File: config.mk
export PLATFORM = sky130hd
export DESIGN_NAME = memory_arbiter_flat
export DESIGN_NICKNAME = d
export VERILOG_FILES = /design/src/rtl/cpu_types_pkg.sv /design/src/rtl/memory_arbiter_if.sv /design/src/rtl/memory_arbiter.sv /design/src/flat_wrapper.sv
export SDC_FILE = /design/constraint.sdc
export NUM_CORES = 1
export LEC_CHECK = 0
export CORE_AREA = 5 5 102 104
export CTS_CLUSTER_DIAMETER = 200
export CTS_CLUSTER_SIZE = 12
export DETAILED_ROUTE_END_ITERATION = 10
export DIE_AREA = 0 0 107 109
export GPL_ROUTABILITY_DRIVEN = 0
export PLACE_DENSITY = 0.71
export SLEW_MARGIN = 40
export SYNTH_ARGS = -nofsm -noshare
export SYNTH_HDL_FRONTEND = slang
export SYNTH_SLANG_ARGS = --single-unit
File: constraint.sdc
create_clock -name CLK -period 2.6 [get_ports CLK]
set_input_delay 0.65 -clock CLK [delete_from_list [all_inputs] [get_ports CLK]]
set_output_delay 0.65 -clock CLK [all_outputs]
set_load 0.05 [all_outputs]
File: src/rtl/cpu_types_pkg.sv
// Shared CPU types: RAM handshake, data word and memory arbiter state/grant encodings.
package cpu_types_pkg;

    typedef logic [31:0] word_t;

    typedef enum logic [1:0] {
        FREE   = 2'b00,
        BUSY   = 2'b01,
        ACCESS = 2'b10,
        ERROR  = 2'b11
    } ramstate_t;

    typedef enum logic [1:0] {
        IDLE   = 2'b00,
        IGRANT = 2'b01,
        DGRANT = 2'b10
    } arb_state_t;

    localparam logic [1:0] GRANT_NONE  = 2'b00;
    localparam logic [1:0] GRANT_FETCH = 2'b01;
    localparam logic [1:0] GRANT_DATA  = 2'b10;

    localparam int unsigned STARVE_CNT_W = 4;

endpackage

File: src/rtl/memory_arbiter_if.sv
// Request/response bundle between the CPU paths, the arbiter and the single RAM port.
interface memory_arbiter_if;
    import cpu_types_pkg::*;

    logic      iREN;
    word_t     iaddr;
    logic      iwait;
    word_t     iload;

    logic      dREN;
    logic      dWEN;
    word_t     daddr;
    word_t     dstore;
    logic      dwait;
    word_t     dload;

    logic      ramREN;
    logic      ramWEN;
    word_t     ramaddr;
    word_t     ramstore;
    word_t     ramload;
    ramstate_t ramstate;

    logic [1:0] grant;

    // Arbiter side.
    modport slave (
        input  iREN, iaddr, dREN, dWEN, daddr, dstore, ramload, ramstate,
        output iwait, iload, dwait, dload, ramREN, ramWEN, ramaddr, ramstore, grant
    );

    // Requester / RAM side.
    modport master (
        output iREN, iaddr, dREN, dWEN, daddr, dstore, ramload, ramstate,
        input  iwait, iload, dwait, dload, ramREN, ramWEN, ramaddr, ramstore, grant
    );

endinterface

File: src/rtl/memory_arbiter.sv
// Shares one RAM port between instruction fetch and data memory; data has priority,
// a saturating starvation counter forces fetch through after STARVE_LIMIT contested wins.
module memory_arbiter
    import cpu_types_pkg::*;
#(
    parameter int unsigned STARVE_LIMIT = 4
) (
    input logic              CLK,
    input logic              nRST,
    memory_arbiter_if.slave  bus
);

    localparam logic [STARVE_CNT_W-1:0] Limit = STARVE_CNT_W'(STARVE_LIMIT);

    arb_state_t              state_q, state_d;
    logic [STARVE_CNT_W-1:0] starve_cnt_q, starve_cnt_d;
    logic                    d_req;

    assign d_req = bus.dREN | bus.dWEN;

    always_ff @(posedge CLK or negedge nRST) begin
        if (!nRST) begin
            state_q      <= IDLE;
            starve_cnt_q <= '0;
        end else begin
            state_q      <= state_d;
            starve_cnt_q <= starve_cnt_d;
        end
    end

    always_comb begin
        state_d      = state_q;
        starve_cnt_d = starve_cnt_q;

        bus.ramREN   = 1'b0;
        bus.ramWEN   = 1'b0;
        bus.ramaddr  = '0;
        bus.ramstore = '0;
        bus.grant    = GRANT_NONE;
        // Non-owners stall whenever they are asking.
        bus.iwait    = bus.iREN;
        bus.dwait    = d_req;
        bus.iload    = bus.ramload;
        bus.dload    = bus.ramload;

        unique case (state_q)
            IDLE: begin
                if (d_req && bus.iREN) begin
                    if (starve_cnt_q == Limit) begin
                        state_d      = IGRANT;
                        starve_cnt_d = '0;
                    end else begin
                        state_d      = DGRANT;
                        starve_cnt_d = starve_cnt_q + 1'b1;
                    end
                end else if (d_req) begin
                    state_d = DGRANT;
                end else if (bus.iREN) begin
                    state_d      = IGRANT;
                    starve_cnt_d = '0;
                end
            end

            IGRANT: begin
                bus.grant = GRANT_FETCH;
                // A dropped request never signals completion.
                bus.iwait = ~(bus.iREN && (bus.ramstate == ACCESS));
                if (!bus.iREN) begin
                    state_d = IDLE;
                end else begin
                    bus.ramREN  = 1'b1;
                    bus.ramaddr = bus.iaddr;
                    if (bus.ramstate == ACCESS || bus.ramstate == ERROR) begin
                        state_d = IDLE;
                    end
                end
            end

            DGRANT: begin
                bus.grant = GRANT_DATA;
                bus.dwait = ~(d_req && (bus.ramstate == ACCESS));
                if (!d_req) begin
                    state_d = IDLE;
                end else begin
                    bus.ramWEN   = bus.dWEN;
                    bus.ramREN   = bus.dREN & ~bus.dWEN;
                    bus.ramaddr  = bus.daddr;
                    bus.ramstore = bus.dstore;
                    if (bus.ramstate == ACCESS || bus.ramstate == ERROR) begin
                        state_d = IDLE;
                    end
                end
            end

            default: begin
                state_d = IDLE;
            end
        endcase
    end

endmodule

File: src/flat_wrapper.sv
// flat-port wrapper written by rule: the top's interface ports become plain ports
module memory_arbiter_flat import cpu_types_pkg::*;
#(
    parameter int unsigned STARVE_LIMIT = 4
)
  (CLK, nRST, bus_iREN, bus_iaddr, bus_dREN, bus_dWEN, bus_daddr, bus_dstore, bus_ramload, bus_ramstate, bus_iwait, bus_iload, bus_dwait, bus_dload, bus_ramREN, bus_ramWEN, bus_ramaddr, bus_ramstore, bus_grant);
  memory_arbiter_if bus_i ();
  input logic CLK;
  input logic nRST;
  input wire logic [$bits(bus_i.iREN)-1:0] bus_iREN;
  input wire logic [$bits(bus_i.iaddr)-1:0] bus_iaddr;
  input wire logic [$bits(bus_i.dREN)-1:0] bus_dREN;
  input wire logic [$bits(bus_i.dWEN)-1:0] bus_dWEN;
  input wire logic [$bits(bus_i.daddr)-1:0] bus_daddr;
  input wire logic [$bits(bus_i.dstore)-1:0] bus_dstore;
  input wire logic [$bits(bus_i.ramload)-1:0] bus_ramload;
  input wire logic [$bits(bus_i.ramstate)-1:0] bus_ramstate;
  output wire logic [$bits(bus_i.iwait)-1:0] bus_iwait;
  output wire logic [$bits(bus_i.iload)-1:0] bus_iload;
  output wire logic [$bits(bus_i.dwait)-1:0] bus_dwait;
  output wire logic [$bits(bus_i.dload)-1:0] bus_dload;
  output wire logic [$bits(bus_i.ramREN)-1:0] bus_ramREN;
  output wire logic [$bits(bus_i.ramWEN)-1:0] bus_ramWEN;
  output wire logic [$bits(bus_i.ramaddr)-1:0] bus_ramaddr;
  output wire logic [$bits(bus_i.ramstore)-1:0] bus_ramstore;
  output wire logic [$bits(bus_i.grant)-1:0] bus_grant;
  assign bus_i.iREN = bus_iREN;
  assign bus_i.iaddr = bus_iaddr;
  assign bus_i.dREN = bus_dREN;
  assign bus_i.dWEN = bus_dWEN;
  assign bus_i.daddr = bus_daddr;
  assign bus_i.dstore = bus_dstore;
  assign bus_i.ramload = bus_ramload;
  assign bus_i.ramstate = bus_ramstate;
  assign bus_iwait = bus_i.iwait;
  assign bus_iload = bus_i.iload;
  assign bus_dwait = bus_i.dwait;
  assign bus_dload = bus_i.dload;
  assign bus_ramREN = bus_i.ramREN;
  assign bus_ramWEN = bus_i.ramWEN;
  assign bus_ramaddr = bus_i.ramaddr;
  assign bus_ramstore = bus_i.ramstore;
  assign bus_grant = bus_i.grant;
  memory_arbiter #(.STARVE_LIMIT(STARVE_LIMIT)) u_core (.CLK(CLK), .nRST(nRST), .bus(bus_i));
endmodule
; After elaboration in Yosys (flattened, before gate mapping)
; Cells that the tools add are included.
[word_totals]
regBits = 6
output_inout_bits = 134
word_cells = 47
[classes]
add_sub_neg = 1
eq_ne = 7
muxes = 25
bitwise = 5
n_reduce_logical = 7
[op_table]
columns = op, n
row1 = $mux W32, 4
row2 = $pmux W32 S2, 1
row3 = $mux W4, 4
row4 = $mux W2, 7
row5 = $eq A2 B2 Y1 const B, 3
row6 = $mux W1, 6
row7 = $pmux W2 S3, 1
row8 = $add A4 B1 Y4 const B, 1
row9 = $eq A4 B3 Y1 const B, 1
row10 = $ne A4 B2 Y1 const B, 1
row11 = $pmux W2 S2, 1
row12 = $logic_and A1 B1 Y1, 3
row13 = $not A1 Y1, 3
row14 = $reduce_and A3 Y1, 1
row15 = $eq A2 B1 Y1 const B, 1
row16 = $logic_not A2 Y1, 1
row17 = $ne A2 B2 Y1 const B, 1
row18 = $pmux W1 S2, 1
row19 = $reduce_bool A2 Y1, 1
row20 = $and A1 B1 Y1, 1
row21 = $logic_or A1 B1 Y1, 1
row22 = $or A1 B1 Y1, 1

; Longest topological paths before layout
[logic_depth]
word_depth = 5
depth_mapped = 7
ltp_nobuf = 5

; Worst setup path after synthesis
; OpenSTA, ideal clock, no wires.
[synth_timing]
path_kind = flip-flop to output port
startpoint = register u_core.state_q[0]
endpoint = output port bus_ramaddr[25]
arrival_ps = 2248
required_ps = 1950
path_slack_ps = -298
stages_incl_launch_ff = 8
path_buffers = 2
path_cell_list = dfrtp_1 inv_1 ha_1 o21a_1 buf_6 buf_6 a22oi_1 nor2b_1
[synth_via]
elab_chain_len = 2
[synth_rtl]
columns = item, line_no
row1 = "start, declared", memory_arbiter.sv:15  ; arb_state_t state_q, state_d;
row2 = "start signal, assigned", memory_arbiter.sv:26  ; state_q <= state_d;
row3 = $eq A2 B2 Y1 or $eq A2 B1 Y1 (tied branches), memory_arbiter.sv:46  ; unique case (state_q)
row4 = $pmux W32 S2 *, memory_arbiter.sv:46
row5 = "end, declared", flat_wrapper.sv:24  ; output wire logic [$bits(bus_i.ramaddr)-1:0] bus_ramaddr;
; Mark *: on every way between the ends. The rest lies on a longest branch, timed or not.

; Worst setup path after layout
[layout_timing]
startpoint = input port bus_dREN
endpoint = output port bus_ramstore[20]
[layout_via]
elab_chain_len = 3
[layout_rtl]
columns = item, line_no
row1 = "start, declared", flat_wrapper.sv:12  ; input wire logic [$bits(bus_i.dREN)-1:0] bus_dREN;
row2 = $or A1 B1 Y1, memory_arbiter.sv:19  ; assign d_req = bus.dREN | bus.dWEN;
row3 = $mux W32, memory_arbiter.sv:82  ; if (!d_req) begin
row4 = $mux W32, memory_arbiter.sv:46
row5 = "end, declared", flat_wrapper.sv:25  ; output wire logic [$bits(bus_i.ramstore)-1:0] bus_ramstore;
; Every way passes these cells.

==> reports/qor.csv <==
stage;metric;value;unit
run_status;status;complete, no violations;
yosys;ys_top_cells_by_area;buf_4 (30%), a22oi_1 (14%), nor2b_1 (13%);
routing;ant_nets;0;
global_routing;grt_pass1_vias;2114;
timing;hold_viol;0;
clocking;ctsHoldBuffers;0;
place;pre_cts_ws;-0.0765;ns
yosys;avgSynthCellArea;7.40;um2
routing;first_iter_violations;62;
power;p_seq_frac;0.045;
hold_path;hold_class;reg2reg;
clocking;clock_sinks;6;
timing;period_minus_slack;2.47;ns
die;num_rows;36;
clocking;htreeDepth;1;
critical_path;cp.arrival;1.82;ns
yosys;async_flop_share;1.00;
critical_path;path_cells;dlygate4sd2_1, o21a_4, buf_12, buf_12, and2_1, buf_12;
critical_path;setup.worst_path.start_class;primary input;
cells_and_area;drive_above_1_share;0.375;
timing;worst_slack;0.134;ns
die;die_x;107;um
routing;drt_first_pass_iters;6;
critical_path;critical_path_class;in2out;
yosys;synthCells;229;
global_routing;overflow;0;
timing;whs;0.555;ns
place;dpl_cell_area;3890;um2
timing;skew;0.00390;ns
yosys;ys_seq_elements;6;
die;die-area;11700;um2
yosys;ys.flop_type;dfrtp_1;
global_routing;track_usage;0.124;
place;dpl.hpwl;6390;um
power;pwr_density_cell;936;nW/um2
power;switching_power;1.83;mW
critical_path;r2r_cells;5;
yosys;synth_simple_gate_area_share;0.310;
die;core;9460;um2
hold_path;holdPathEnd;u_core.starve_cnt_q[3]$_DFFE_PN0P_;
yosys;netlist.area_leader.share;0.297;
job;maxCapViolCount;0;
die;start_util;0.179;
yosys;muxShareOfSynthArea;0.00665;
yosys;yosysSeqAreaShare;0.0886;
yosys;synthXorXnorAreaFrac;0;
clocking;clock-root-buffer;clkbuf_8;
yosys;syn_area;1690;um2
timing;drv_slew;0;
critical_path;crit_fanout;13;
routing;drc;0;
hold_path;hold_start;u_core.starve_cnt_q[3]$_DFFE_PN0P_;
timing;finalSetupViolCount;0;
routing;finalWirelength;7650;um
global_routing;grt_max_degree;22;
clocking;clock_latency;0.22;ns
critical_path;timing.rr.start;u_core.state_q[0]$_DFFE_PN0P_;
yosys;synth-compound-area-share;0.202;
timing;fmaxAchievable;0.405;GHz
timing;finalCritPeriodShare;0.949;
clocking;cts_setup_buffers;0;
timing;tightest_slew;0.494;ns
clocking;cts_tree;built;
yosys;synth_nets;370;
critical_path;r2r-end;u_core.starve_cnt_q[2]$_DFFE_PN0P_;
critical_path;crit_top_cell;buf_12;
power;p_int;1.93;mW
global_routing;grt_pass1_wl;11500;um
yosys;synth_top_cell_by_area;buf_4;
die;die_y;109;um
yosys;ys_warn_count;0;
power;p_comb_frac;0.918;
power;leakage;1.53;nW
power;sw_frac_of_total;0.486;
power;p_clk_frac;0.037;
routing;via_per_inst;4.31;
hold_path;hold_depth;1;
clocking;clk_pin_slew;0.04;ns
yosys;synth_cell_types;29;
critical_path;cpMaxStageDelayCell;o21a_4;
yosys;synth_edf_count;0;
clocking;clockBufferDepth;2;
power;power;3.76;mW
global_routing;antenna_found_initial;0;
yosys;yosys-top-cells-count;buf_4 (67), nor2b_1 (36), and2_1 (34);
critical_path;cpPeakStageDelay;0.27;ns
timing;tns;0;ns
timing;grt_setup_unrepaired;no;
critical_path;r2r_setup_slack;1.11;ns
power;peakVddDrop;0.365;mV
cells_and_area;area_growth;137;%
routing;vias;1954;
timing;relSlewSlack;0.669;
yosys;synth_adder_area_share;0.0443;
yosys;yosysMostFrequentCell;buf_4;
die;io_pins;269;
routing;wire_per_inst;16.9;um
yosys;synth_top_family_by_area;buffers and inverters;
critical_path;end_kind;primary output;
place;numPortBuffers;172;
cells_and_area;finalNetCount;482;
clocking;cts_buffers;3;
critical_path;critPathRequiredTime;1.95;ns
cells_and_area;diodes;0;
cells_and_area;final_area;4020;um2
-- cell usage in the layout (no fill, tap or decap), drive strengths merged --
cell type,instances
a2111o,1
a211oi,1
a21oi,2
a221o,1
a22o,1
a22oi,32
and2,34
and3b,1
buf,81
clkbuf,3
clkdlybuf4s50,101
dfrtp,6
dlygate4sd2,3
ha,6
inv,7
mux2,1
nand2,4
nand3,1
nand3b,1
nand4,1
nor2,3
nor2b,36
nor4b,2
nor4bb,1
o2111ai,1
o21a,2
o21ai,5
or2,1
-- metrics by stage --
| stage | instances | util |
|---|---|---|
| after floorplan | 229 | - |
| after global placement | 448 | 0.412 |
| after detailed placement | 448 | 0.412 |
| after CTS | 453 | 0.425 |
| after global routing | 453 | 0.425 |
| final | 453 | 0.425 |
-- routing by layer --
metal  part of all wire  vias up  global-route usage
met5                  0        -                   0
met4              0.011        0              0.0192
met3              0.094       17              0.0403
met2               0.55      111               0.243
met1               0.34      899               0.131
li1                   -      927                   -
-- critical path: cells and delay by family --
kind                   cells  cell delay [ns]
AND/OR/NAND/NOR            1             0.18
AO/OA/AOI/OAI              1             0.27
buffers and inverters      4             0.70
-- registers in the layout, summed over array words and instances (netlist names) --
register and flops:
u_core.starve_cnt_q 4, u_core.state_q 2
-- cell type report --
class	count	area, um2
multi-input cells	138	1070
clock buffers	3	41.3
well taps	114	143
inverters	7	26.3
flip-flops and latches	6	150
fillers	911	5440
repair buffers	185	2590
-- what timing repair did --
action	in CTS	in global routing
resized for setup	13	0
setup endpoints to repair	53	0
endpoints found under the hold margin	0	0
-- logic make-up after synthesis --
logic type      Yosys count
fa+ha+maj                 6
simple gates             85
flops                     6
buf+inv                  85
compound gates           46
mux                       1
-- worst max-delay path by stage --
stage / from / to / cells past startpoint / slack, ns
final: bus_dREN / bus_ramstore[20] / 6 / 0.13
after global routing: u_core.state_q[0]$_DFFE_PN0P_ / bus_ramaddr[20] / 7 / 0.02
after CTS: u_core.state_q[0]$_DFFE_PN0P_ / bus_ramstore[20] / 7 / 0.12
after detailed placement: bus_dWEN / bus_ramaddr[14] / 6 / -0.08
after global placement: bus_dREN / bus_ramaddr[0] / 6 / -0.04
after floorplan: u_core.state_q[1]$_DFFE_PN0P_ / bus_iwait / 6 / 0.0004
-- power groups by stage --
stage / registers [mW] / logic, mW / clock network, mW
2_1_floorplan: 0.162 / 2.04 / 0
3_3_place_gp: 0.167 / 3.35 / 0
3_5_place_dp: 0.170 / 3.39 / 0
4_1_cts: 0.170 / 3.50 / 0.141
5_1_grt: 0.175 / 3.62 / 0.147
6_report: 0.171 / 3.45 / 0.138
No activity file was read; power rests on OpenSTA's default activity.
==> edit, RTL diff (same flow settings) <==
Reset style: synchronous (`nRST`), changed in one clocked block.
--- a/src/rtl/memory_arbiter.sv
+++ b/src/rtl/memory_arbiter.sv
@@ -18,7 +18,7 @@
 
     assign d_req = bus.dREN | bus.dWEN;
 
-    always_ff @(posedge CLK or negedge nRST) begin
+    always_ff @(posedge CLK) begin
         if (!nRST) begin
             state_q      <= IDLE;
             starve_cnt_q <= '0;
Check against the original RTL: differs if nRST is asserted again (counterexample within 4 cycles, from zero or initial values and one cycle with nRST low); with nRST held inactive, the same outputs for 10 cycles.
==> edit against the original RTL <==
- cell area increased by 1.6%
- sequential share of layout area fell by 0.79 points
- setup slack got worse by 0.11 ns
- area after synthesis increased by 0.96%
- sequential cell count did not move
- global-route usage grew 0.16 points
- critical path depth did not move
- routed wire length grew 5.3%
- core utilization rose by 0.66 points
- via count up 1.6%
- die area is the same
Power is left out: it rests on default switching activity, and per cell area and clock period it moved more than threefold.
==> edit: results <==
[yosys]
synth_mux_area_frac = 0
syn_area_um2 = 1710
yosysUniqueCellTypes = 33
syn_area_per_cell_um2 = 7.19
synth_seq_area_share = 0.0702
synth_fa_ha_area_frac = 0.0439
async_flop_share = 0
synth_top_flop_cell = dfxtp_1
yosys-top-cells-count = 65 x buf_4, 34 x and2_1, 33 x nor2b_1

[sta]
fmax_mhz = 388
skew_ns = 0.000586
worst_slew_pin_slew_ns = 0.541

[placement]
place_area_um2 = 3820
dp_hpwl_mm = 6.54

[setup_path]
slowest_delay_ns = 0.29
reg2reg_slack_ns = 1.05
cp_slowest_cell = bufbuf_16

[cells_and_area]
nets = 487

[global_route]
grt_pass1_wl_mm = 11.5
grt_use_total = 0.125
grt_max_degree = 34
grt_use_met3 = 0.0444
use_met1 = 0.118

[detailed_routing]
via_count = 1985
wl_met1_mm = 2.62
wl_mm = 8.05
drtIter0Drc = 40
firstDrtPassIters = 4

[run_status]
status = complete, no violations
## edit: cell types whose count changed after synthesis, moves of 3 or more
cell and delta:
dfrtp_1 -6, nor2b_1 -3, nor3_1 +4, dfxtp_1 +6
o21ai_0 -3, buf_2 +3
## edit: worst paths after layout
| kind | startpoint | endpoint | cells past startpoint |
|---|---|---|---|
| worst max-delay path | bus_dREN | bus_ramaddr[20] | 6 |
| worst min-delay path | u_core.starve_cnt_q[1] | u_core.starve_cnt_q[1] | 2 |
| worst max register to register | u_core.state_q[1] | u_core.starve_cnt_q[0] | 5 |
| worst min register to register | u_core.starve_cnt_q[1] | u_core.starve_cnt_q[1] | 2 |
## edit: area by class of cell
class / instances / area, um2 / share of cell area
repair buffers: 185 / 2600 / 0.637
inverters: 5 / 18.8 / 0.00460
multi-input cells: 145 / 1160 / 0.284
flip-flops and latches: 6 / 120 / 0.0294
clock buffers: 3 / 41.3 / 0.0101
well taps: 114 / 143 / 0.0349
